--- config.mk ---
export PLATFORM = sky130hd
export DESIGN_NAME = ps_mem_slave_flat
export DESIGN_NICKNAME = d
export VERILOG_FILES = /design/src/rtl/ps_pkg.sv /design/src/rtl/ps_if.sv /design/src/rtl/ps_ram.sv /design/src/rtl/ps_mem_slave.sv /design/src/flat_wrapper.sv
export SDC_FILE = /design/constraint.sdc
export NUM_CORES = 1
export LEC_CHECK = 0
export ABC_CLOCK_PERIOD_IN_PS = 3100
export CAP_MARGIN = 20
export CELL_PAD_IN_SITES_DETAIL_PLACEMENT = 1
export CELL_PAD_IN_SITES_GLOBAL_PLACEMENT = 1
export CORE_ASPECT_RATIO = 1.5
export CORE_MARGIN = 2
export CORE_UTILIZATION = 40
export DETAILED_ROUTE_END_ITERATION = 8
export PLACE_DENSITY = 0.67
export SETUP_SLACK_MARGIN = 0.4
export SYNTH_ARGS = -nofsm -noshare
export SYNTH_HDL_FRONTEND = slang
export SYNTH_SLANG_ARGS = --single-unit
--- constraint.sdc ---
create_clock -name clk -period 3.1 [get_ports clk]
set_input_delay 0.62 -clock clk [delete_from_list [all_inputs] [get_ports clk]]
set_output_delay 0.62 -clock clk [all_outputs]
set_load 0.01 [all_outputs]
--- src/rtl/ps_pkg.sv ---
// Types shared by the ps memory slave and its bench.
package ps_pkg;

  typedef enum logic [1:0] {
    R_IDLE  = 2'd0,
    R_FETCH = 2'd1,
    R_RESP  = 2'd2
  } rd_state_e;

endpackage

--- src/rtl/ps_if.sv ---
// ps protocol bundle: independent write channel and handshaked read channel.
interface ps_if #(
  parameter int DEPTH      = 32,
  parameter int DATA_WIDTH = 32
);
  localparam int ADDR_WIDTH = $clog2(DEPTH);

  logic [ADDR_WIDTH-1:0] waddr;
  logic [DATA_WIDTH-1:0] wdata;
  logic                  wvalid;
  logic                  wready;
  logic                  wresp;
  logic [ADDR_WIDTH-1:0] raddr;
  logic                  arvalid;
  logic [DATA_WIDTH-1:0] rdata;
  logic                  rvalid;
  logic                  rready;

  modport slave (
    input  waddr, wdata, wvalid, raddr, arvalid, rready,
    output wready, wresp, rdata, rvalid
  );

  modport master (
    output waddr, wdata, wvalid, raddr, arvalid, rready,
    input  wready, wresp, rdata, rvalid
  );
endinterface

--- src/rtl/ps_ram.sv ---
// Single write port, registered read port; a same-edge read returns the old word.
module ps_ram #(
  parameter int DEPTH      = 32,
  parameter int DATA_WIDTH = 32,
  localparam int ADDR_WIDTH = $clog2(DEPTH)
) (
  input  logic                  clk,
  input  logic                  we,
  input  logic [ADDR_WIDTH-1:0] waddr,
  input  logic [DATA_WIDTH-1:0] wdata,
  input  logic                  re,
  input  logic [ADDR_WIDTH-1:0] raddr,
  output logic [DATA_WIDTH-1:0] rdata
);

  logic [DATA_WIDTH-1:0] mem [DEPTH];

  always_ff @(posedge clk) begin
    if (we) mem[waddr] <= wdata;
    if (re) rdata <= mem[raddr];
  end

endmodule

--- src/rtl/ps_mem_slave.sv ---
// ps protocol memory responder: clears itself after reset, then serves writes and reads
// independently.
module ps_mem_slave
  import ps_pkg::*;
#(
  parameter int DEPTH      = 32,
  parameter int DATA_WIDTH = 32
) (
  input  logic clk,
  input  logic rst_n,
  ps_if.slave  bus,
  output logic init_done
);

  localparam int ADDR_WIDTH = $clog2(DEPTH);
  localparam logic [ADDR_WIDTH-1:0] LAST_ADDR = ADDR_WIDTH'(DEPTH - 1);
  localparam logic [ADDR_WIDTH:0]   DEPTH_EXT = (ADDR_WIDTH + 1)'(DEPTH);

  // Extra bit keeps the compare meaningful when DEPTH is a power of two.
  function automatic logic in_range(input logic [ADDR_WIDTH-1:0] a);
    return {1'b0, a} < DEPTH_EXT;
  endfunction

  logic [ADDR_WIDTH-1:0] clr_cnt_q, clr_cnt_d;
  logic                  init_done_q, init_done_d;
  logic                  wresp_q;
  rd_state_e             rd_state_q, rd_state_d;
  logic [ADDR_WIDTH-1:0] raddr_q, raddr_d;
  logic                  raddr_ok_q, raddr_ok_d;

  logic                  wr_accept;
  logic                  ram_we;
  logic [ADDR_WIDTH-1:0] ram_waddr;
  logic [DATA_WIDTH-1:0] ram_wdata;
  logic                  ram_re;
  logic [DATA_WIDTH-1:0] ram_rdata;

  assign wr_accept = bus.wvalid && init_done_q;
  // Clearing owns the write port until init_done; out-of-range writes are dropped.
  assign ram_we    = !init_done_q || (wr_accept && in_range(bus.waddr));
  assign ram_waddr = init_done_q ? bus.waddr : clr_cnt_q;
  assign ram_wdata = init_done_q ? bus.wdata : '0;
  assign ram_re    = (rd_state_q == R_FETCH) && raddr_ok_q;

  always_comb begin
    clr_cnt_d   = clr_cnt_q;
    init_done_d = init_done_q;
    if (!init_done_q) begin
      if (clr_cnt_q == LAST_ADDR) init_done_d = 1'b1;
      else                        clr_cnt_d   = clr_cnt_q + 1'b1;
    end
  end

  always_comb begin
    rd_state_d = rd_state_q;
    raddr_d    = raddr_q;
    raddr_ok_d = raddr_ok_q;
    unique case (rd_state_q)
      R_IDLE: begin
        if (init_done_q && bus.arvalid) begin
          raddr_d    = bus.raddr;
          raddr_ok_d = in_range(bus.raddr);
          rd_state_d = R_FETCH;
        end
      end
      R_FETCH: rd_state_d = R_RESP;
      R_RESP:  if (bus.rready) rd_state_d = R_IDLE;
      default: rd_state_d = R_IDLE;
    endcase
  end

  always_ff @(posedge clk or negedge rst_n) begin
    if (!rst_n) begin
      clr_cnt_q   <= '0;
      init_done_q <= 1'b0;
      wresp_q     <= 1'b0;
      rd_state_q  <= R_IDLE;
      raddr_q     <= '0;
      raddr_ok_q  <= 1'b0;
    end else begin
      clr_cnt_q   <= clr_cnt_d;
      init_done_q <= init_done_d;
      wresp_q     <= wr_accept;
      rd_state_q  <= rd_state_d;
      raddr_q     <= raddr_d;
      raddr_ok_q  <= raddr_ok_d;
    end
  end

  ps_ram #(
    .DEPTH      (DEPTH),
    .DATA_WIDTH (DATA_WIDTH)
  ) u_ram (
    .clk   (clk),
    .we    (ram_we),
    .waddr (ram_waddr),
    .wdata (ram_wdata),
    .re    (ram_re),
    .raddr (raddr_q),
    .rdata (ram_rdata)
  );

  assign init_done  = init_done_q;
  assign bus.wready = init_done_q;
  assign bus.wresp  = wresp_q;
  assign bus.rvalid = (rd_state_q == R_RESP);
  // Out-of-range reads answer zero; outside R_RESP the bus sees zero too.
  assign bus.rdata  = (rd_state_q == R_RESP && raddr_ok_q) ? ram_rdata : '0;

endmodule

--- src/flat_wrapper.sv ---
// flat-port wrapper written by rule: the top's interface ports become plain ports
module ps_mem_slave_flat import ps_pkg::*;
#(
  parameter int DEPTH      = 32,
  parameter int DATA_WIDTH = 32
)
  (clk, rst_n, init_done, bus_waddr, bus_wdata, bus_wvalid, bus_raddr, bus_arvalid, bus_rready, bus_wready, bus_wresp, bus_rdata, bus_rvalid);
  ps_if #(.DEPTH(DEPTH), .DATA_WIDTH(DATA_WIDTH)) bus_i ();
  input  logic clk;
  input  logic rst_n;
  output logic init_done;
  input wire logic [$bits(bus_i.waddr)-1:0] bus_waddr;
  input wire logic [$bits(bus_i.wdata)-1:0] bus_wdata;
  input wire logic [$bits(bus_i.wvalid)-1:0] bus_wvalid;
  input wire logic [$bits(bus_i.raddr)-1:0] bus_raddr;
  input wire logic [$bits(bus_i.arvalid)-1:0] bus_arvalid;
  input wire logic [$bits(bus_i.rready)-1:0] bus_rready;
  output wire logic [$bits(bus_i.wready)-1:0] bus_wready;
  output wire logic [$bits(bus_i.wresp)-1:0] bus_wresp;
  output wire logic [$bits(bus_i.rdata)-1:0] bus_rdata;
  output wire logic [$bits(bus_i.rvalid)-1:0] bus_rvalid;
  assign bus_i.waddr = bus_waddr;
  assign bus_i.wdata = bus_wdata;
  assign bus_i.wvalid = bus_wvalid;
  assign bus_i.raddr = bus_raddr;
  assign bus_i.arvalid = bus_arvalid;
  assign bus_i.rready = bus_rready;
  assign bus_wready = bus_i.wready;
  assign bus_wresp = bus_i.wresp;
  assign bus_rdata = bus_i.rdata;
  assign bus_rvalid = bus_i.rvalid;
  ps_mem_slave #(.DEPTH(DEPTH), .DATA_WIDTH(DATA_WIDTH)) u_core (.clk(clk), .rst_n(rst_n), .bus(bus_i), .init_done(init_done));
endmodule
==> After elaboration in Yosys (flattened, before gate mapping) <==
Memories as Yosys holds them, arrays and structs flattened. A register that Yosys moved wholly into a read port is not among the register bits.
Cells that the tools add are included.
{ "totals": {"ff_bits": 15, "inputBits": 47, "ramBits": 1024, "wordCells": 35, "out_inout_bits": 36, "memories": 1} }
{ "op_classes": {"n_bitwise": 2, "reduce_logical": 10, "n_eq_ne": 5, "n_addsub": 1, "n_mux": 10} }
{ "memory_table": {"columns": ["memory", "depth", "width", "read_ports", "rd_clocked_by_memory_dff", "write_ports", "line_no", "source"], "rows": [
  ["u_core.u_ram.mem", 32, 32, 1, 1, 1, "ps_ram.sv:16", "logic [DATA_WIDTH-1:0] mem [DEPTH];"]
]} }
{ "op_table": {"columns": ["cell", "count"], "rows": [
  ["$mux 32", 2],
  ["$pmux 2 s3", 1],
  ["$reduce_and 2->1", 3],
  ["$add 5x1->5 const B", 1],
  ["$eq 5x5->1 const B", 1],
  ["$mux 5", 1],
  ["$logic_and 1x1->1", 4],
  ["$mux 1", 4],
  ["$mux 2", 2],
  ["$eq 2x1->1 const B", 1],
  ["$eq 2x2->1 const B", 1],
  ["$logic_not 2->1", 1],
  ["$ne 2x1->1 const B", 1],
  ["$ne 2x2->1 const B", 1],
  ["$not 1->1", 2],
  ["$logic_not 1->1", 1],
  ["$logic_or 1x1->1", 1]
]} }

==> Longest topological paths before layout <==
{ "depth": {"depth_word": 4, "depth_mapped": 8, "ltp_nobuf": 6} }

==> By module <==
A second synthesis with hierarchy kept.
{ "hier_totals": {"cells_unflattened": 2383, "area_unflattened_um2": 41940.2} }
{ "modules_own_cells": {"columns": ["mod", "instances", "cells_per_inst", "seq_area_each_um2", "area_each_um2"], "rows": [
  ["ps_ram", 1, 2260, 31710.4, 40805.4],
  ["ps_mem_slave", 1, 123, 375.4, 1134.8]
]} }

==> Worst setup path after synthesis <==
Ideal clock, no wire load.
{ "synth_path": {"path_type": "reg2reg", "startpoint": "register u_core.raddr_ok_q", "endpoint": "register u_core.u_ram.rdata[0], read port of u_core.u_ram.mem, enable pin", "synth_period_minus_slack_ps": 3271, "arrival_time_ps": 2803, "required_ps": 2632, "setup_time_ps": 468, "path_buffers": 0, "path_slack_ps": -171, "stages_incl_launch_ff": 2, "path_cell_list": "dfrtp_1 nor3b_1"} }
{ "synth_via": {"elab_chain_len": 1} }
{ "synth_lines": {"columns": ["element", "line_no", "source"], "rows": [
  ["from (decl)", "ps_mem_slave.sv:29", "logic raddr_ok_q, raddr_ok_d;"],
  ["from (signal assigned)", "ps_mem_slave.sv:86", "raddr_ok_q <= raddr_ok_d;"],
  ["$logic_and 1x1->1", "ps_mem_slave.sv:43", "assign ram_re = (rd_state_q == R_FETCH) && raddr_ok_q;"],
  ["via u_core.ram_re", "ps_mem_slave.sv:35", "logic ram_re;"],
  ["to (decl)", "ps_ram.sv:13", "output logic [DATA_WIDTH-1:0] rdata"]
]} }
The timed path passes the listed nets, and every way through them passes these cells.
A chain may end at the register's enable or synchronous reset.

==> Worst setup path in the final report <==
{ "layout_path": {"startpoint": "register u_core.rd_state_q[0]", "endpoint": "output port bus_rdata[13]"} }
{ "layout_via": {"elab_chain_len": 3} }
{ "layout_lines": {"columns": ["element", "line_no", "source"], "rows": [
  ["from (decl)", "ps_mem_slave.sv:27", "rd_state_e rd_state_q, rd_state_d;"],
  ["from (signal assigned)", "ps_mem_slave.sv:84", "rd_state_q <= rd_state_d;"],
  ["$eq 2x2->1", "ps_mem_slave.sv:108", "assign bus.rdata = (rd_state_q == R_RESP && raddr_ok_q) ? ram_rdata : '0;"],
  ["$logic_and 1x1->1", "ps_mem_slave.sv:108", null],
  ["$mux 32", "ps_mem_slave.sv:108", null],
  ["to (decl)", "flat_wrapper.sv:20", "output wire logic [$bits(bus_i.rdata)-1:0] bus_rdata;"]
]} }
No other way between the ends.

==> results.sh <==
export IMPL_drive_above_1_share=0.133
export IMPL_grt_start_max_net_pins=87
export IMPL_route_met3_wl_um=4560
export IMPL_gp_congestion=0.856
export IMPL_drt_pass1_iter_count=5
export IMPL_via_count=22209
export IMPL_drc=0
export IMPL_critPathLaunchType="flip-flop"
export IMPL_fin_cells=4065
export IMPL_hold_violations=0
export IMPL_hold_path_class="in -> async"
export IMPL_crit_chain="nor2b_4, buf_12, and3_1, clkdlybuf4s50_1"
export IMPL_grt_pass1_vias=24202
export IMPL_met2_length_um=59200
export IMPL_cts_tree="yes"
export IMPL_antenna_found_initial=8
export IMPL_core_mm2=0.104
export IMPL_nets=2635
export IMPL_ant_nets=0
export IMPL_slowest_delay_ns=0.55
export IMPL_critPathRequiredTime_ns=2.48
export IMPL_finClkSkew_ns=0.0208
export IMPL_tns_ns=0
export IMPL_rsz0062_at_grt="yes"
export IMPL_grt_usage=0.205
export IMPL_areaGrowthSynthToFinish_pct=16.8
export IMPL_syn_nets=2443
export IMPL_irDropWorstVdd_mv=0.496
export IMPL_num_rows=145
export IMPL_power_density_mw_per_mm2=795
export IMPL_cts_buffer_depth=3
export IMPL_max_slew_worst_pin_slew_ns=0.923
export IMPL_power_leakage_uw=0.0169
export IMPL_die_y_um=401
export IMPL_cp_slowest_cell="clkdlybuf4s50_1"
export IMPL_status="finished clean"
export IMPL_syn_instance_count=2394
export IMPL_ys_types=34
export IMPL_period_needed_ns=2.89
export IMPL_fp_dieW_um=268
export IMPL_pin_count=83
export IMPL_place_hpwl_um=67900
export IMPL_initial_core_util=0.403
export IMPL_finalMaxSlewViolations=0
export IMPL_vias_per_cell=5.46
export IMPL_ys_seq_area_frac=0.765
export IMPL_fmax_mhz=346
export IMPL_critical_path_arrival_ns=2.27
export IMPL_clk_pin_slew_ns=0.06
export IMPL_wl_per_cell_um=27.0
export IMPL_place_inst=3877
export IMPL_grt_pass1_wl_um=161000
export IMPL_path_max_fanout=34
export IMPL_wl_met1_um=42700
export IMPL_syn_avg_cell_area_um2=17.5
export IMPL_yosys_warnings=0
export IMPL_cts_buffers=96
export IMPL_drtIter0Drc=1875
export IMPL_dieArea_mm2=0.107
export IMPL_finalWirelength_um=110000
export IMPL_netlist_area_mm2=0.0419
export IMPL_clock_sinks=1071
export IMPL_critPathCaptureType="output pin"
export IMPL_cts_max_level=3
export IMPL_setup_viol=0
export IMPL_ys_ff_latch=1071
export IMPL_numPortBuffers=82
export IMPL_clockRootBuffer="clkbuf_16"
export IMPL_relSlewSlack=0.385
export IMPL_path_class="reg -> out"
export IMPL_drv_cap=0
export IMPL_post_route_period_util=0.932
export IMPL_gr_total_overflow=0
export IMPL_clk_insertion_delay_late_ns=0.70
export IMPL_routed_top_layer="met5"
kinds of logic after synthesis:
logic type,synth area share
fa+ha+maj,0.000597
mux,0.124
flops,0.765
buf+inv,0.0198
xor+xnor,0.000627
compound gates,0.0486
simple gates,0.0408
flip-flops by register name (all words and copies together) (netlist names):
register,flops
u_core.u_ram.mem,1024
u_core.u_ram.rdata,32
u_core.clr_cnt_q,5
u_core.raddr_q,5
u_core.rd_state_q,2
u_core.bus.wready,1
u_core.bus.wresp,1
u_core.raddr_ok_q,1
synthesized netlist by cell type:
| cell type | number | area [µm²] |
|---|---|---|
| a21oi_1 | 97 | 485 |
| mux2i_1 | 513 | 5130 |
| dfrtp_1 | 15 | 375 |
| a41oi_1 | 1 | 8.76 |
| a31oi_1 | 33 | 206 |
| nand2b_1 | 4 | 25.0 |
| ha_1 | 2 | 25.0 |
| nor2_1 | 36 | 135 |
| o32ai_1 | 4 | 35.0 |
| mux2_2 | 7 | 78.8 |
| edfxtp_1 | 1056 | 31700 |
| buf_2 | 41 | 205 |
| and3_1 | 33 | 206 |
| nor4bb_1 | 1 | 10.0 |
| or2_2 | 2 | 12.5 |
| clkbuf_4 | 3 | 22.5 |
| buf_4 | 29 | 218 |
| nor3_1 | 33 | 165 |
| buf_1 | 6 | 22.5 |
| buf_6 | 16 | 180 |
| and2_1 | 34 | 213 |
| a32oi_1 | 1 | 8.76 |
| xnor2_1 | 2 | 17.5 |
| nand2_1 | 109 | 409 |
| clkbuf_1 | 44 | 165 |
| xor2_1 | 1 | 8.76 |
| nor3b_1 | 2 | 15.0 |
| nand4_1 | 1 | 6.26 |
| inv_1 | 5 | 18.8 |
| a22oi_1 | 96 | 721 |
| nor2b_1 | 5 | 31.3 |
| o21ai_0 | 2 | 10.0 |
| a22o_1 | 64 | 561 |
| nand3_1 | 96 | 480 |
critical path: cells and delay by family, from the launching register on:
kind / cells / cell delay [ns]
flip-flops: 1 / 0.42
buffers and inverters: 2 / 0.74
AND/OR/NAND/NOR: 2 / 0.35
final cells by class:
class	instances	area (µm²)
fill	9874	55200
multi-input combinational	1179	9350
clock inverter	64	627
tap	1396	1750
sequential	1071	32100
antenna	5	12.5
clock buffer	112	2500
inverter	5	18.8
timing repair buffer	233	2620
routing by layer:
metal / track usage / vias up
met5: 0 / -
met1: 0.249 / 11691
li1: - / 9841
met3: 0.0249 / 160
met4: 0.0723 / 2
met2: 0.373 / 515
worst paths after layout:
check / start / end / slack (ns) / depth (start not counted)
setup reg to reg: u_core.raddr_q[1] / u_core.u_ram.rdata[23] / 0.55 / 8
setup / recovery: u_core.rd_state_q[0] / bus_rdata[13] / 0.21 / 4
hold / removal: rst_n / u_core.clr_cnt_q[4] / 0.37 / 1
max in group asynchronous: rst_n / u_core.bus.wready / 2.16 / 1
min in group clk: bus_raddr[3] / u_core.raddr_q[3] / 0.53 / 2
hold reg to reg: u_core.clr_cnt_q[3] / u_core.clr_cnt_q[3] / 0.60 / 1
timing repair:
item | in CTS | in global routing
setup endpoints to repair | 35 | 34
resized for setup | 6 | 3
buffers inserted | 4 | 3
hold buffers | 0 | 0
pin swaps | 0 | 1
endpoints found under the hold margin | 0 | 0
placed cells by master, fill, tap and decap left out, drive strengths merged, types with 2 or more instances in the layout:
master,n
edfxtp,1056
mux2i,513
buf,151
clkbuf,112
nand2,109
a21oi,97
nand3,96
a22oi,96
clkdlybuf4s50,80
a22o,64
clkinv,47
nor2,36
and2,34
and3,33
nor3,33
a31oi,33
dfrtp,15
bufinv,11
inv,9
mux2,7
diode,5
nor2b,5
o32ai,4
nand2b,4
xnor2,2
o21ai,2
or2,2
ha,2
clkinvlp,2
dlygate4sd2,2
nor3b,2
power breakdown:
group          total (µW)  switching, µW  internal (µW)
combinational       10500           6370           4090
sequential          16500            173          16300
clock               12000           5290           6720
total               38900          11800          27100
stage by stage:
step | util | power (µW) | hold WS, ns | worst slack [ns] | area, µm²
floorplan | - | 23200 | 0.324 | 0.191 | 41900
global placement | 0.439 | 27000 | 0.564 | 0.398 | 45700
detailed placement | 0.439 | 27200 | 0.574 | 0.375 | 45700
CTS | 0.470 | 39200 | 0.373 | 0.156 | 48900
global route | 0.470 | 40300 | 0.411 | 0.164 | 49000
finish | 0.470 | 38900 | 0.374 | 0.212 | 49000
(Power assumes the default switching activity.)
